===== src/rtl/ram_sync_init.sv =====
// rtl/ram_sync_init.sv - single-port sync RAM with req/ready handshake and hardware init sweep.
// Optional per-word even parity with error injection when RAM_PARITY_EN is defined.
module ram_sync_init #(
  parameter int DATA_WIDTH    = 8,
  parameter int ADDR_WIDTH    = 4,
  parameter int DEPTH         = 16,
  parameter int WRITE_THROUGH = 0,
  parameter logic [DATA_WIDTH-1:0] INIT_VALUE = '0
) (
  input  logic                  clk_2,
  input  logic                  reset,
  input  logic                  clear,
  input  logic                  req,
  input  logic                  we,
  input  logic [ADDR_WIDTH-1:0] addr,
  input  logic [DATA_WIDTH-1:0] wdata,
`ifdef RAM_PARITY_EN
  input  logic                  err_inject,
  output logic                  parity_err,
`endif
  output logic                  ready,
  output logic                  busy,
  output logic                  rvalid,
  output logic [DATA_WIDTH-1:0] rdata,
  output logic                  addr_err
);

  typedef enum logic {S_INIT, S_IDLE} state_t;

  // One extra bit lets a sweep over 2**ADDR_WIDTH words finish without wrapping.
  localparam logic [ADDR_WIDTH:0] DEPTH_L = (ADDR_WIDTH+1)'(DEPTH);
  localparam logic [ADDR_WIDTH:0] LAST_L  = (ADDR_WIDTH+1)'(DEPTH - 1);

  state_t                state;
  logic [ADDR_WIDTH:0]   init_addr;
  logic [DATA_WIDTH-1:0] mem [DEPTH];

  logic                  accept;
  logic                  in_range;
  logic                  mem_we;
  logic [ADDR_WIDTH-1:0] mem_waddr;
  logic [DATA_WIDTH-1:0] mem_wdata;

  assign ready    = (state == S_IDLE) && !clear;
  assign accept   = req && ready;
  assign in_range = {1'b0, addr} < DEPTH_L;

`ifdef RAM_PARITY_EN
  logic par_mem [DEPTH];
  logic mem_wpar;
`endif

  always_comb begin
    mem_we    = 1'b0;
    mem_waddr = addr;
    mem_wdata = wdata;
`ifdef RAM_PARITY_EN
    mem_wpar  = (^wdata) ^ err_inject;
`endif
    if (state == S_INIT) begin
      mem_we    = 1'b1;
      mem_waddr = init_addr[ADDR_WIDTH-1:0];
      mem_wdata = INIT_VALUE;
`ifdef RAM_PARITY_EN
      mem_wpar  = ^INIT_VALUE;
`endif
    end else if (accept && we && in_range) begin
      mem_we = 1'b1;
    end
  end

  // Storage is never reset; the init sweep is what defines its contents.
  always_ff @(posedge clk_2) begin
    if (mem_we) begin
      mem[mem_waddr] <= mem_wdata;
`ifdef RAM_PARITY_EN
      par_mem[mem_waddr] <= mem_wpar;
`endif
    end
  end

  always_ff @(posedge clk_2 or negedge reset) begin
    if (!reset) begin
      state      <= S_INIT;
      init_addr  <= '0;
      busy       <= 1'b1;
      rvalid     <= 1'b0;
      rdata      <= '0;
      addr_err   <= 1'b0;
`ifdef RAM_PARITY_EN
      parity_err <= 1'b0;
`endif
    end else begin
      rvalid     <= 1'b0;
      addr_err   <= 1'b0;
`ifdef RAM_PARITY_EN
      parity_err <= 1'b0;
`endif
      case (state)
        S_INIT: begin
          init_addr <= init_addr + 1'b1;
          if (init_addr == LAST_L) begin
            state <= S_IDLE;
            busy  <= 1'b0;
          end
        end
        S_IDLE: begin
          if (clear) begin
            state     <= S_INIT;
            init_addr <= '0;
            busy      <= 1'b1;
          end else if (accept) begin
            addr_err <= !in_range;
            if (!we) begin
              rvalid <= 1'b1;
              rdata  <= in_range ? mem[addr] : '0;
`ifdef RAM_PARITY_EN
              parity_err <= in_range && ((^mem[addr]) ^ par_mem[addr]);
`endif
            end else if (WRITE_THROUGH != 0) begin
              rvalid <= 1'b1;
              rdata  <= wdata;
            end
          end
        end
        default: begin
          state <= S_INIT;
          busy  <= 1'b1;
        end
      endcase
    end
  end

endmodule


===== config.mk =====
export PLATFORM = sky130hd
export DESIGN_NAME = ram_sync_init
export DESIGN_NICKNAME = d
export VERILOG_FILES = /design/src/rtl/ram_sync_init.sv
export SDC_FILE = /design/constraint.sdc
export NUM_CORES = 1
export LEC_CHECK = 0
export ABC_AREA = 1
export BUFFER_PORTS_ARGS = -buffer_cell sky130_fd_sc_hd__buf_2
export CAP_MARGIN = 40
export CORE_MARGIN = 3
export CORE_UTILIZATION = 50
export CTS_BUF_LIST = sky130_fd_sc_hd__clkbuf_16
export CTS_CLUSTER_SIZE = 24
export DETAILED_ROUTE_END_ITERATION = 8
export PLACE_DENSITY = 0.67
export SLEW_MARGIN = 25
export SYNTH_ARGS = -nofsm -noshare
export SYNTH_HDL_FRONTEND = slang
export SYNTH_SLANG_ARGS = --single-unit

===== constraint.sdc =====
create_clock -name clk_2 -period 2.55 [get_ports clk_2]
set_clock_uncertainty 0.15 [all_clocks]
set_input_delay 0.1275 -clock clk_2 [delete_from_list [all_inputs] [get_ports clk_2]]
set_output_delay 0.1275 -clock clk_2 [all_outputs]
set_load 0.01 [all_outputs]

* Yosys cells after proc, flatten, opt, wreduce, memory -nomap -nowiden
Memories as Yosys holds them, arrays and structs flattened. A register that Yosys moved wholly into a read port is not among the register bits.
Cells that the tools add are included.
** Word-level totals
- Flip-flop bits (word level) :: 8
- Bits in writable memories :: 128
- Output and inout port bits :: 12
- Memories kept :: 1
** Memories
- mem :: depth 16, bits a word 8, read ports 1, clocked after Yosys merged registers in 1, write ports 1, RTL line 36 : logic [DATA_WIDTH-1:0] mem [DEPTH];
** Cells by class
- Add/subtract/negate cells :: 1
- Eq/ne operators :: 3
- Muxes and demuxes :: 18
- Bitwise logic cells :: 3
- Reduce and logical (&&, ||, !) cells :: 7
** Operators with widths (count)
- 2-to-1 mux 1 bit :: 12
- one-hot mux 5 bit (2 select lines) :: 1
- 2-to-1 mux 8 bit :: 1
- adder 5 x 1 -> 5 bit (second input constant) :: 1
- equality test 5 x 4 -> 1 bit (second input constant) :: 1
- 2-to-1 mux 5 bit :: 1
- 2-to-1 mux 4 bit :: 1
- one-hot mux 1 bit (2 select lines) :: 2
- AND reduction 4 bit :: 1
- logical AND 1 bit :: 3
- NOT 1 bit :: 3
- logical NOT 1 bit :: 2
- != test 2 x 1 -> 1 bit (second input constant) :: 1
- != test 2 bit (second input constant) :: 1
- AND reduction 2 bit :: 1

* Logic depth before layout (Yosys ltp)
- Depth in word-level cells :: 8
- Mapped depth :: 11
- Gate-level depth less buffers :: 9

* Worst setup path before layout
No wires, ideal clock.
- Path kind :: reg-to-reg
- Start :: reg state
- End :: mem mem[4][0] (enable)
- Library setup time :: 0.383 ns
- Arrival :: 1.549 ns
- Required time :: 2.017 ns
- Slack :: 0.468 ns
- Stages on the path, launching flop included :: 7
- Path buffers :: 1
- Path through :: dfrtp_1 > buf_2 > nor2_1 > a21oi_1 > inv_1 > nand3_1 > nor3_1
** Between the ends
- Word-level cells in the longest chain between the ends :: 7
** Ends and longest elaborated chain
- from (decl) :: RTL line 34 : state_t state;
- from (signal assigned) :: RTL line 84 : state <= S_INIT;
- from (signal assigned) :: RTL line 103 : state <= S_IDLE;
- from (signal assigned) :: RTL line 109 : state <= S_INIT;
- logical AND 1 bit :: RTL line 44 : assign ready = (state == S_IDLE) && !clear;
- logical AND 1 bit :: RTL line 45 : assign accept = req && ready;
- logical AND 1 bit :: RTL line 67 : end else if (accept && we && in_range) begin
- 2-to-1 mux 1 bit :: RTL line 67
- 2-to-1 mux 1 bit :: RTL line 60 : if (state == S_INIT) begin
- 2-to-1 mux 1 bit :: RTL line 74 : if (mem_we) begin
- 2-to-1 mux 1 bit (implied by the code) :: RTL line 75 : mem[mem_waddr] <= mem_wdata;
- to (decl) :: RTL line 36
Parallel ways exist; a longest one is shown, timed or not.

* Worst setup path in the final report
- Start :: reg state
- End :: mem mem[11][2] (enable)
The elaborated chain is that of the path after synthesis.

==> results.py <==
metrics = {
    "global_routing": {
        "track_usage_pct": 21.67,
        "antenna_found_initial": 1,
        "grt_max_degree": 65,
        "grt_pass1_wl_microns": 22750,
        "grt_overflow": 0,
        "grt_pass1_vias": 4196,
    },
    "synth": {
        "synth-seq-area-share_pct": 66.35,
        "ys_warn_count": 0,
        "syn_avg_cell_area_sq_um": 9.967,
        "ys_types": 27,
        "synth.net_count": 661,
        "syn_area_sq_um": 6399,
        "ys_ff_latch": 144,
        "syn_inst": 642,
    },
    "route": {
        "drt_iter0_drc": 368,
        "firstDrtPassIters": 5,
        "drc": 0,
        "vias": 4424,
        "ant_nets": 0,
        "wl_microns": 14440,
        "wl_per_cell_microns": 16.68,
        "viasPerCell": 5.109,
    },
    "status": {
        "status": "completed",
    },
    "timing": {
        "finalSetupTns_ps": 0,
        "final-setup-viol-count": 0,
        "maxSlewHeadroom_pct": 50.52,
        "rsz0062_at_grt": "false",
        "timing.fmax_mhz": 427.4,
        "fin_crit_sh_pct": 91.76,
        "fin_hold_ws_ps": 31.49,
        "finalMaxSlewViolations": 0,
        "worst_slew_pin_slew_ps": 741.4,
        "fin_crit_ps": 2340,
        "hold_violations": 0,
    },
    "place": {
        "post_dp_cell_area_sq_um": 6709,
        "port_buffers": 27,
        "dp.cells": 828,
        "globalplace.congestion": 0.8454,
        "hpwl_microns": 9082,
    },
    "cells_and_area": {
        "fin_nets": 704,
        "drive_gt1_share_pct": 12.89,
        "stdcell_count": 866,
        "fin_area_sq_um": 7331,
        "fin_util_pct": 59.79,
        "multiInputGateArea_sq_um": 1540,
        "area_growth_pct": 14.57,
        "nFillCells": 1034,
        "antennaDiodeCount": 0,
        "seq_area_sq_um": 4245,
    },
    "power_and_ir_drop": {
        "leakage_nw": 3.373,
        "p_per_area_nw_per_um2": 1013,
        "peakVddDrop_uv": 780.9,
    },
    "floorplan": {
        "placementRows": 40,
        "initial_core_util_pct": 52.18,
        "fp.dieH_microns": 119.1,
        "die_x_microns": 119.1,
        "ios": 29,
        "dieArea_sq_um": 14190,
        "core_area_sq_um": 12260,
    },
    "worst_setup_path": {
        "path_max_fanout": 10,
        "crit_type": "reg -> reg",
        "critPathRequiredTime_ps": 2450,
        "cp.arrival_ps": 2240,
        "startpoint": "state$_DFF_PN0_",
        "cp-end-kind": "register",
        "r2r-start": "state$_DFF_PN0_",
        "startpoint_type": "register",
    },
    "clock_tree": {
        "cts_max_path_buffers": 2,
        "cts_buffers": 17,
        "cts_root_buf": "clkbuf_16",
        "clk_pin_slew_ps": 60,
        "clk-insertion-delay-late_ps": 420,
        "cts_tree": "built",
        "cts.sinks": 144,
        "htree_num_levels": 4,
    },
    "min_path": {
        "min_from": "addr[3]",
        "hold_class": "in -> reg",
    },
    "job": {
        "maxCapViolCount": 0,
    },
}
==> final timing paths <==
path                                            endpoint  slack [ps]  cells past startpoint
worst min register to register          busy$_DFFE_PN1P_         310                      2
max in group asynchronous       init_addr[1]$_DFFE_PN0N_        1110                      3
worst min-delay path                rdata[3]$_DFFE_PN0P_          30                      5
worst max register to register      mem[11][2]$_DFFE_PP_         210                      6
worst max-delay path                mem[11][2]$_DFFE_PP_         210                      6
min in group asynchronous               busy$_DFFE_PN1P_          40                      2
==> where the power goes <==
group | switching (mW) | internal [mW] | leakage, nW
Sequential | 0.182 | 3.32 | 1.40
Combinational | 1.12 | 0.486 | 1.68
Clock | 0.918 | 1.39 | 0.297
Total | 2.22 | 5.20 | 3.37
==> synthesized netlist by cell type <==
cell type	instances	area share, %
a21oi_1	2	0.16
a221oi_1	1	0.14
a22o_1	1	0.14
and3_1	1	0.098
buf_1	1	0.059
buf_2	16	1.3
buf_4	6	0.70
buf_6	4	0.70
clkbuf_1	1	0.059
conb_1	1	0.059
dfrtp_1	15	5.9
dfstp_2	1	0.41
edfxtp_1	128	60
ha_1	2	0.39
inv_1	110	6.5
inv_2	6	0.35
nand2_1	217	13
nand3_1	100	7.8
nand3_2	2	0.31
nor2_1	17	1.0
nor2_4	2	0.35
nor3_1	2	0.16
o21ai_0	2	0.16
o21ai_1	1	0.078
o21ai_2	1	0.14
o21ai_4	1	0.25
o22ai_1	1	0.098
==> final cells by class <==
type                            instances  area share [%]
Tap cell                              168           2.867
Clock inverter                         12          0.8363
Sequential cell                       144           57.91
Clock buffer                           20           6.827
Inverter                              116           5.940
Multi-Input combinational cell        354           21.01
Timing Repair Buffer                   52           4.608
==> critical path: stages (launching register included) <==
cell     delay (ps)
dfrtp_1         530
inv_2           160
nor2_4          180
nand3_1         100
nand2_1         170
nand3_2         120
nor2_1          560
==> layout by cell type (no fill, tap or decap) <==
| cell | n |
|---|---|
| nand3_2 | 2 |
| dfrtp_1 | 15 |
| o22ai_1 | 1 |
| inv_2 | 10 |
| a21oi_1 | 2 |
| nand3_1 | 100 |
| edfxtp_1 | 128 |
| nor2_4 | 2 |
| clkbuf_16 | 20 |
| nor3_1 | 2 |
| a221oi_1 | 1 |
| conb_1 | 1 |
| inv_1 | 111 |
| ha_1 | 2 |
| nand2_1 | 217 |
| buf_2 | 27 |
| o21ai_2 | 1 |
| dlygate4sd3_1 | 6 |
| o21ai_0 | 2 |
| o21ai_4 | 1 |
| buf_4 | 19 |
| o21ai_1 | 1 |
| a22o_1 | 1 |
| dfstp_2 | 1 |
| clkinv_2 | 5 |
| nor2_1 | 17 |
| and3_1 | 1 |
| clkinv_4 | 2 |
==> cells by family after synthesis <==
family                     synth area share [%]
and+or+nand+nor                           22.47
other                                   0.05861
AOI/OAI and AO/OA                         1.154
DFF                                       66.35
adders and majority gates                0.3910
buffers and inverters                     9.581
==> sequential cells by signal, summed over array words and instances, names as in the netlist <==
| name | count |
|---|---|
| rvalid | 1 |
| state | 1 |
| init_addr | 5 |
| rdata | 8 |
| mem | 128 |
| busy | 1 |
==> per-layer routing <==
metal	up-vias	global-route usage, %	wire length [microns]
met3	16	5.793	927
met2	121	35.75	7227
met4	2	6.010	154
met5	-	0	20
li1	2136	-	-
met1	2149	28.47	6114
==> timing repair <==
| item | 4_1_cts | 5_1_grt |
|---|---|---|
| buffers inserted | 0 | 0 |
| hold buffers | 6 | 0 |
| hold endpoints to repair | 32 | 0 |
| resized for setup | 0 | 0 |
==> metrics by stage <==
stage	total power, mW	setup WS, ps
6_report	7.423	210.2
5_1_grt	7.822	68.79
4_1_cts	7.458	240.6
3_5_place_dp	5.130	241.3
3_3_place_gp	5.082	352.7
2_1_floorplan	4.556	467.5
Note: power is estimated with default switching activity, not from simulation.
